==> src/rtl/cmp_issue_pkg.sv <==
// Shared encodings for the comparator issue controller: FSM states, ALU_FUN codes and result codes.
package cmp_issue_pkg;

  typedef enum logic [1:0] {
    S_IDLE  = 2'd0,
    S_ISSUE = 2'd1,
    S_WAIT  = 2'd2,
    S_RESP  = 2'd3
  } state_t;

  localparam logic [1:0] FUN_NOP = 2'b00;
  localparam logic [1:0] FUN_EQ  = 2'b01;
  localparam logic [1:0] FUN_GT  = 2'b10;
  localparam logic [1:0] FUN_LT  = 2'b11;

  localparam int CODE_NONE = 0;
  localparam int CODE_EQ   = 1;
  localparam int CODE_GT   = 2;
  localparam int CODE_LT   = 3;

endpackage

==> src/rtl/cmp_rsp_decode.sv <==
// Combinational decode of a comparator result code against the function that was issued.
module cmp_rsp_decode
  import cmp_issue_pkg::*;
#(
  parameter int CMP_OUT_WIDTH = 16
) (
  input  logic [CMP_OUT_WIDTH-1:0] code,
  input  logic [1:0]               fun,
  output logic                     eq,
  output logic                     gt,
  output logic                     lt,
  output logic                     err
);

  assign eq = (code == CMP_OUT_WIDTH'(CODE_EQ));
  assign gt = (code == CMP_OUT_WIDTH'(CODE_GT));
  assign lt = (code == CMP_OUT_WIDTH'(CODE_LT));

  // A function's only legal non-zero result is its own code, so NOP only ever allows 0.
  assign err = (code != CMP_OUT_WIDTH'(CODE_NONE)) && (code != CMP_OUT_WIDTH'(fun));

endmodule

==> src/rtl/cmp_issue_ctrl.sv <==
// Issues one compare command at a time to CMP_UNIT and returns the decoded result with timeout detection.
// Optional saturating response statistics are built when CMP_ISSUE_STATS_EN is defined.
module cmp_issue_ctrl
  import cmp_issue_pkg::*;
#(
  parameter int IN_DATA_WIDTH = 16,
  parameter int CMP_OUT_WIDTH = 16,
  parameter int TIMEOUT_CYC   = 4
`ifdef CMP_ISSUE_STATS_EN
  ,
  parameter int STAT_WIDTH    = 16
`endif
) (
  input  logic                     CLK,
  input  logic                     rst,
  input  logic                     cmd_valid,
  output logic                     cmd_ready,
  input  logic [IN_DATA_WIDTH-1:0] cmd_a,
  input  logic [IN_DATA_WIDTH-1:0] cmd_b,
  input  logic [1:0]               cmd_fun,
  output logic [IN_DATA_WIDTH-1:0] A,
  output logic [IN_DATA_WIDTH-1:0] B,
  output logic [1:0]               ALU_FUN,
  output logic                     CMP_Enable,
  input  logic [CMP_OUT_WIDTH-1:0] CMP_OUT,
  input  logic                     CMP_Flag,
  output logic                     rsp_valid,
  input  logic                     rsp_ready,
  output logic [CMP_OUT_WIDTH-1:0] rsp_code,
  output logic                     rsp_eq,
  output logic                     rsp_gt,
  output logic                     rsp_lt,
  output logic                     rsp_err
`ifdef CMP_ISSUE_STATS_EN
  ,
  input  logic                     stats_clr,
  output logic [STAT_WIDTH-1:0]    cnt_eq,
  output logic [STAT_WIDTH-1:0]    cnt_gt,
  output logic [STAT_WIDTH-1:0]    cnt_lt,
  output logic [STAT_WIDTH-1:0]    cnt_err
`endif
);

  localparam int TW = $clog2(TIMEOUT_CYC + 1);

  state_t        state;
  logic [TW-1:0] timer;
  logic          dec_eq, dec_gt, dec_lt, dec_err;

  cmp_rsp_decode #(.CMP_OUT_WIDTH(CMP_OUT_WIDTH)) u_decode (
    .code (CMP_OUT),
    .fun  (ALU_FUN),
    .eq   (dec_eq),
    .gt   (dec_gt),
    .lt   (dec_lt),
    .err  (dec_err)
  );

  // CMP_Enable is raised on the accept edge so it is high for exactly the ISSUE cycle.
  always_ff @(posedge CLK) begin
    if (rst) begin
      state      <= S_IDLE;
      cmd_ready  <= 1'b1;
      CMP_Enable <= 1'b0;
      A          <= '0;
      B          <= '0;
      ALU_FUN    <= FUN_NOP;
      rsp_valid  <= 1'b0;
      rsp_code   <= '0;
      rsp_eq     <= 1'b0;
      rsp_gt     <= 1'b0;
      rsp_lt     <= 1'b0;
      rsp_err    <= 1'b0;
      timer      <= '0;
    end else begin
      CMP_Enable <= 1'b0;
      case (state)
        S_IDLE: begin
          if (cmd_valid && cmd_ready) begin
            A          <= cmd_a;
            B          <= cmd_b;
            ALU_FUN    <= cmd_fun;
            cmd_ready  <= 1'b0;
            CMP_Enable <= 1'b1;
            state      <= S_ISSUE;
          end
        end
        S_ISSUE: begin
          timer <= '0;
          state <= S_WAIT;
        end
        S_WAIT: begin
          if (CMP_Flag) begin
            rsp_code  <= CMP_OUT;
            rsp_eq    <= dec_eq;
            rsp_gt    <= dec_gt;
            rsp_lt    <= dec_lt;
            rsp_err   <= dec_err;
            rsp_valid <= 1'b1;
            state     <= S_RESP;
          end else if (timer == TW'(TIMEOUT_CYC)) begin
            rsp_code  <= '0;
            rsp_eq    <= 1'b0;
            rsp_gt    <= 1'b0;
            rsp_lt    <= 1'b0;
            rsp_err   <= 1'b1;
            rsp_valid <= 1'b1;
            state     <= S_RESP;
          end else begin
            timer <= timer + 1'b1;
          end
        end
        S_RESP: begin
          if (rsp_ready) begin
            rsp_valid <= 1'b0;
            cmd_ready <= 1'b1;
            state     <= S_IDLE;
          end
        end
        default: state <= S_IDLE;
      endcase
    end
  end

`ifdef CMP_ISSUE_STATS_EN
  function automatic logic [STAT_WIDTH-1:0] sat_inc(input logic [STAT_WIDTH-1:0] v);
    return (&v) ? v : v + 1'b1;
  endfunction

  // Counters advance only when a response is actually consumed; clearing wins over counting.
  always_ff @(posedge CLK) begin
    if (rst || stats_clr) begin
      cnt_eq  <= '0;
      cnt_gt  <= '0;
      cnt_lt  <= '0;
      cnt_err <= '0;
    end else if (rsp_valid && rsp_ready) begin
      if (rsp_eq)  cnt_eq  <= sat_inc(cnt_eq);
      if (rsp_gt)  cnt_gt  <= sat_inc(cnt_gt);
      if (rsp_lt)  cnt_lt  <= sat_inc(cnt_lt);
      if (rsp_err) cnt_err <= sat_inc(cnt_err);
    end
  end
`endif

endmodule

==> config.mk <==
export PLATFORM = sky130hd
export DESIGN_NAME = cmp_issue_ctrl
export DESIGN_NICKNAME = d
export VERILOG_FILES = /design/src/rtl/cmp_issue_pkg.sv /design/src/rtl/cmp_rsp_decode.sv /design/src/rtl/cmp_issue_ctrl.sv
export SDC_FILE = /design/constraint.sdc
export NUM_CORES = 1
export LEC_CHECK = 0
export CORE_ASPECT_RATIO = 1.1
export CORE_UTILIZATION = 45
export CTS_BUF_LIST = sky130_fd_sc_hd__clkbuf_4 sky130_fd_sc_hd__clkbuf_8
export CTS_CLUSTER_SIZE = 30
export DETAILED_ROUTE_END_ITERATION = 8
export PLACE_DENSITY_LB_ADDON = 0.1
export SLEW_MARGIN = 25
export SYNTH_ARGS = -nofsm -noshare
export SYNTH_HDL_FRONTEND = slang
export SYNTH_SLANG_ARGS = --single-unit
export TNS_END_PERCENT = 10
==> constraint.sdc <==
create_clock -name CLK -period 3.09 [get_ports CLK]
set_input_delay 0.4635 -clock CLK [delete_from_list [all_inputs] [get_ports CLK]]
set_output_delay 0.4635 -clock CLK [all_outputs]
set_load 0.1 [all_outputs]
### Word level (Yosys, flattened, before mapping)

Index checks and enable logic that the tools add are counted.

| word-level totals | value |
|---|---|
| register bits | 62 |
| input port bits | 55 |
| output and inout port bits | 57 |

| operators by class | value |
|---|---|
| add/sub/neg operators | 1 |
| eq/ne operators | 13 |
| muxes and demuxes | 23 |
| bitwise operators | 1 |
| reductions and logical operators | 15 |

Operators with widths:

| cell | number |
|---|---|
| $eq A16 B2 Y1 const B | 2 |
| $mux W16 | 2 |
| $eq A16 B1 Y1 const B | 1 |
| $ne A16 B2 Y1 | 1 |
| $reduce_bool A16 Y1 | 1 |
| $reduce_and A3 Y1 | 4 |
| $mux W1 | 11 |
| $mux W2 | 4 |
| $ne A2 B2 Y1 const B | 4 |
| $pmux W2 S4 | 1 |
| $reduce_bool A2 Y1 | 4 |
| $mux W3 | 2 |
| $pmux W3 S2 | 1 |
| $eq A2 B2 Y1 const B | 2 |
| $pmux W1 S2 | 2 |
| $reduce_and A2 Y1 | 2 |
| $add A3 B1 Y3 const B | 1 |
| $eq A3 B3 Y1 const B | 1 |
| $ne A3 B3 Y1 const B | 1 |
| $eq A2 B1 Y1 const B | 1 |
| $logic_and A1 B1 Y1 | 2 |
| $logic_not A2 Y1 | 1 |
| $reduce_or A2 Y1 | 1 |
| $not A1 Y1 | 1 |

### Longest topological paths before layout

| depth | value |
|---|---|
| depth in word-level cells | 4 |
| depth in mapped cells | 8 |

### By module

A second synthesis with hierarchy kept.

| second synthesis, totals | value |
|---|---|
| cells, all modules | 306 |
| area, all modules | 2,469.9 um^2 |

By module, submodules not included:

| module | instances | cells an instance | area an instance (um^2) |
|---|---|---|---|
| cmp_issue_ctrl | 1 | 292 | 2,372.3 |
| cmp_rsp_decode | 1 | 14 | 97.6 |

### Worst setup path before layout

No wires, ideal clock.

| timing path | value |
|---|---|
| path type | reg2reg |
| start | register cmd_ready |
| end | register A[11] |
| setup time | 133 ps |
| data arrival time | 1,793 ps |
| required time | 2,957 ps |
| slack | 1,163 ps |
| stages on the path, launching flop included | 5 |
| clock period less this slack | 1,927 ps |
| path through | dfxtp_1 -> nand3_1 -> clkbuf_1 -> nand2_1 -> a21oi_1 |

| on the way | value |
|---|---|
| cells in the longest elaborated chain, start to end | 2 |

RTL lines:

| element | RTL line | source |
|---|---|---|
| start: declaration | cmp_issue_ctrl.sv:17 | `output logic cmd_ready,` |
| start signal: assignment | cmp_issue_ctrl.sv:63 | `cmd_ready <= 1'b1;` |
| start signal: assignment | cmp_issue_ctrl.sv:83 | `cmd_ready <= 1'b0;` |
| start signal: assignment | cmp_issue_ctrl.sv:116 | `cmd_ready <= 1'b1;` |
| $logic_and A1 B1 Y1 | cmp_issue_ctrl.sv:79 | `if (cmd_valid && cmd_ready) begin` |
| $reduce_and A2 Y1 (no line) | -- |  |
| end signal: assignment | cmp_issue_ctrl.sv:80 | `A <= cmd_a;` |
| end: declaration | cmp_issue_ctrl.sv:21 | `output logic [IN_DATA_WIDTH-1:0] A,` |

No other way between the ends.
A chain may end at the register's enable or synchronous reset.

### Worst setup path after layout

| timing path | value |
|---|---|
| start | register CMP_Enable |
| end | output CMP_Enable |

RTL lines:

| element | RTL line | source |
|---|---|---|
| start: declaration | cmp_issue_ctrl.sv:24 | `output logic CMP_Enable,` |
| start signal: assignment | cmp_issue_ctrl.sv:64 | `CMP_Enable <= 1'b0;` |
| start signal: assignment | cmp_issue_ctrl.sv:76 | `CMP_Enable <= 1'b0;` |
| start signal: assignment | cmp_issue_ctrl.sv:84 | `CMP_Enable <= 1'b1;` |

No word-level cell between the ends.

==> flow_summary_export.csv <==
group,metric,value,unit
layout,fillers,431,
clock_tree,clock_latency,0.32,ns
placed_design,port_buffers,111,
setup_path,r2r_start,"timer[0]",
timing,worst_pin_slew,0.963,ns
power_and_ir_drop,peakVddDrop,0.000566,V
clock_tree,htreeDepth,3,
timing,finalMaxSlewViolations,0,
timing,hold_viol,0,
global_routing,grt_max_degree,48,
placed_design,place_ws,0.845,ns
layout,stdcell_count,446,
setup_path,cp.required,2.63,ns
flow_run,maxCapViolCount,0,
die,start_util,0.470,
die,die_h,78.1,um
die,core_area,5030,um^2
drt,drtPass1Iterations,9,
clock_tree,post_cts_buffers,0,
drt,drtIter0Drc,103,
clock_tree,cts_resized,0,
power_and_ir_drop,powerDensity,886,nW/um^2
timing,fin_setup_tns,0,ns
timing,min_period_over_period,0.714,
setup_path,path_delay_family,"buffers and inverters",
clock_tree,clock-sinks,62,
layout,drive_above_1_share,0.198,
setup_path,crit_buf_inv,1,
die,io-pin-count,112,
drt,wl,5480,um
drt,routed_via_density,5.03,
die,core.rowCount,27,
setup_path,worstPathCellList,"clkdlybuf4s50_1",
setup_path,r2r-end,"rsp_err",
timing,relSlewSlack,0.356,
setup_path,path_class,"reg -> out",
setup_path,slowest_stage,"clkdlybuf4s50_1",
layout,areaGrowthSynthToFinish,48.2,%
synthesis,syn_area_per_cell,8.45,um^2
timing,clock_skew,0.00320,ns
die,die_w,71.1,um
setup_path,endpoint_kind,"output pin",
layout,antenna_cells,0,
drt,post_drt_wl_per_cell,12.3,um
run_status,status,"finished with violations",
timing,worst_slack,0.885,ns
die,dieArea,5550,um^2
global_routing,antenna_found_initial,0,
clock_tree,clock_path_buffers,2,
placed_design,hpwl,3730,um
drt,drc,6,
synthesis,synth_top_area_cell,"dfxtp_1",
run_status,violations,"DRC",
global_routing,grt_pass1_vias,2052,
hold_path,hold_depth,2,
layout,final_cell_mix,"76 x nand2_1, 62 x dfxtp_1, 59 x buf_4",
timing,clock.fmax,454,MHz
synthesis,yosys.cell_types.count,34,
setup_path,critical_path_peak_fanout,1,
clock_tree,cts_tree,"yes",
setup_path,rr_worst_depth,6,
setup_path,crit_cells,1,
synthesis,netlist.area_leader.share,0.525,
synthesis,ys_ff_latch,62,
setup_path,arrival,1.74,ns
clock_tree,cts_hold_buf,0,
timing,setup_viol,0,
setup_path,critical-path-max-stage-delay,1.12,ns
timing,rsz0062_at_grt,"false",
clock_tree,root_buffer,"clkbuf_8",
timing,fin_crit,2.21,ns
clock_tree,numCtsBuffers,9,
hold_path,hold_path_class,"reg -> reg",
power_and_ir_drop,power_leakage,0.00145,uW
global_routing,grtUsageTotal,0.206,
clock_tree,cts.reportedPaths.clkPinSlew,0.06,ns
synthesis,synth_area_leaders,"dfxtp_1 52%, nand2_1 12%, a21oi_1 8.0%, a22oi_1 5.1%, nor2_1 3.6%",
drt,postRouteAntennaNets,0,
synthesis,syn-instance-count,280,
placed_design,placed_cells,433,
hold_path,hold_end,"A[8]",
placed_design,gp_congestion,0.732,
synthesis,synth-seq-area-share,0.525,
layout,finalNetCount,447,
global_routing,grt_pass1_wl,8980,um
hold_path,min-delay-start,"A[8]",
setup_path,r2r_slack,1.08,ns
synthesis,netlist_area,2370,um^2
drt,vias,2243,
layout,final_common_cell,"nand2_1",
synthesis,synth.net_count,341,
setup_path,worstSetupStartpointType,"flop",
synthesis,yosysWarnings,0,
global_routing,grt-ovfl-total,0,
==> power breakdown <==
part           total, uW  switching, uW  internal (uW)
clock                597            278            318
sequential          1000           74.6            928
combinational       1510           1150            360
==> worst reg2reg max path: stages (launching register included) <==
cell and delay [ns]:
dfxtp_1 0.37, inv_1 0.06, ha_1 0.19, a21oi_1 0.36
or2b_1 0.61, nor2b_1 0.22, nor3_1 0.05
==> cell usage after synthesis, drive strengths merged <==
master and instances:
a21o 1, clkbuf 12, nor2b 2, mux2i 1, o21bai 1, nor2 23, inv 7, nand3 2
and3 2, a22oi 16, dfxtp 62, nor3 3, and2 1, a21oi 39, nor4 3, nand2 76
nor3b 1, o21ai 2, xor2 1, mux2 1, nand4 1, ha 6, or3b 2, or2b 1
a2bb2oi 2, nand2b 1, buf 7, a221oi 2, and4bb 1, a31oi 1
==> layout make-up <==
type | count | area [um^2] | area share
well taps | 58 | 72.6 | 0.0207
inverters | 7 | 26.3 | 0.00749
clock buffers | 11 | 151 | 0.0432
clock inverters | 2 | 10.0 | 0.00286
repair buffers | 114 | 988 | 0.282
flip-flops and latches | 62 | 1240 | 0.354
multi-input cells | 192 | 1020 | 0.290
==> flip-flops by register name, summed over array words and instances, names as in the netlist <==
| name | cells |
|---|---|
| rsp_gt | 1 |
| state | 2 |
| CMP_Enable | 1 |
| rsp_code | 16 |
| ALU_FUN | 2 |
| cmd_ready | 1 |
| rsp_lt | 1 |
| A | 16 |
| timer | 3 |
| rsp_valid | 1 |
| rsp_eq | 1 |
| B | 16 |
| rsp_err | 1 |
==> how the worst max path moves through the flow <==
stage          startpoint         end  slack, ns
6_report       CMP_Enable  CMP_Enable       0.88
3_5_place_dp     CMP_Flag     rsp_err       0.84
4_1_cts        CMP_Enable  CMP_Enable       0.87
3_3_place_gp     CMP_Flag     rsp_err       0.87
2_1_floorplan   cmd_ready       A[11]       1.16
5_1_grt        CMP_Enable  CMP_Enable       0.86
==> metal layers <==
metal / vias up / GRT usage / part of all wire
li1: 1142 / - / -
met1: 1011 / 0.244 / 0.42
met2: 80 / 0.334 / 0.47
met3: 10 / 0.0668 / 0.089
met4: 0 / 0.108 / 0.013
met5: - / 0 / 0
==> metrics by stage <==
| stage | power (uW) | instance area [um^2] | util | hold slack, ns |
|---|---|---|---|---|
| CTS | 3140 | 3510 | 0.696 | 0.456 |
| finish | 3110 | 3510 | 0.696 | 0.453 |
| global route | 3260 | 3510 | 0.696 | 0.473 |
| global placement | 2520 | 3340 | 0.664 | 0.442 |
| floorplan | 2210 | 2370 | - | 0.489 |
| detailed placement | 2540 | 3340 | 0.664 | 0.447 |
==> cells by family (layout without fill, tap and decap cells) <==
logic type | count (synthesis) | after routing | synth area share
AO/OA/AOI/OAI | 64 | 64 | 0.163
adder cells (fa/ha/maj) | 6 | 6 | 0.0317
XOR/XNOR | 1 | 1 | 0.00370
multiplexers | 2 | 2 | 0.00899
flip-flops | 62 | 62 | 0.525
buffers and inverters | 26 | 134 | 0.0460
AND/OR/NAND/NOR | 119 | 119 | 0.222
No activity file was read; power rests on OpenSTA's default activity.
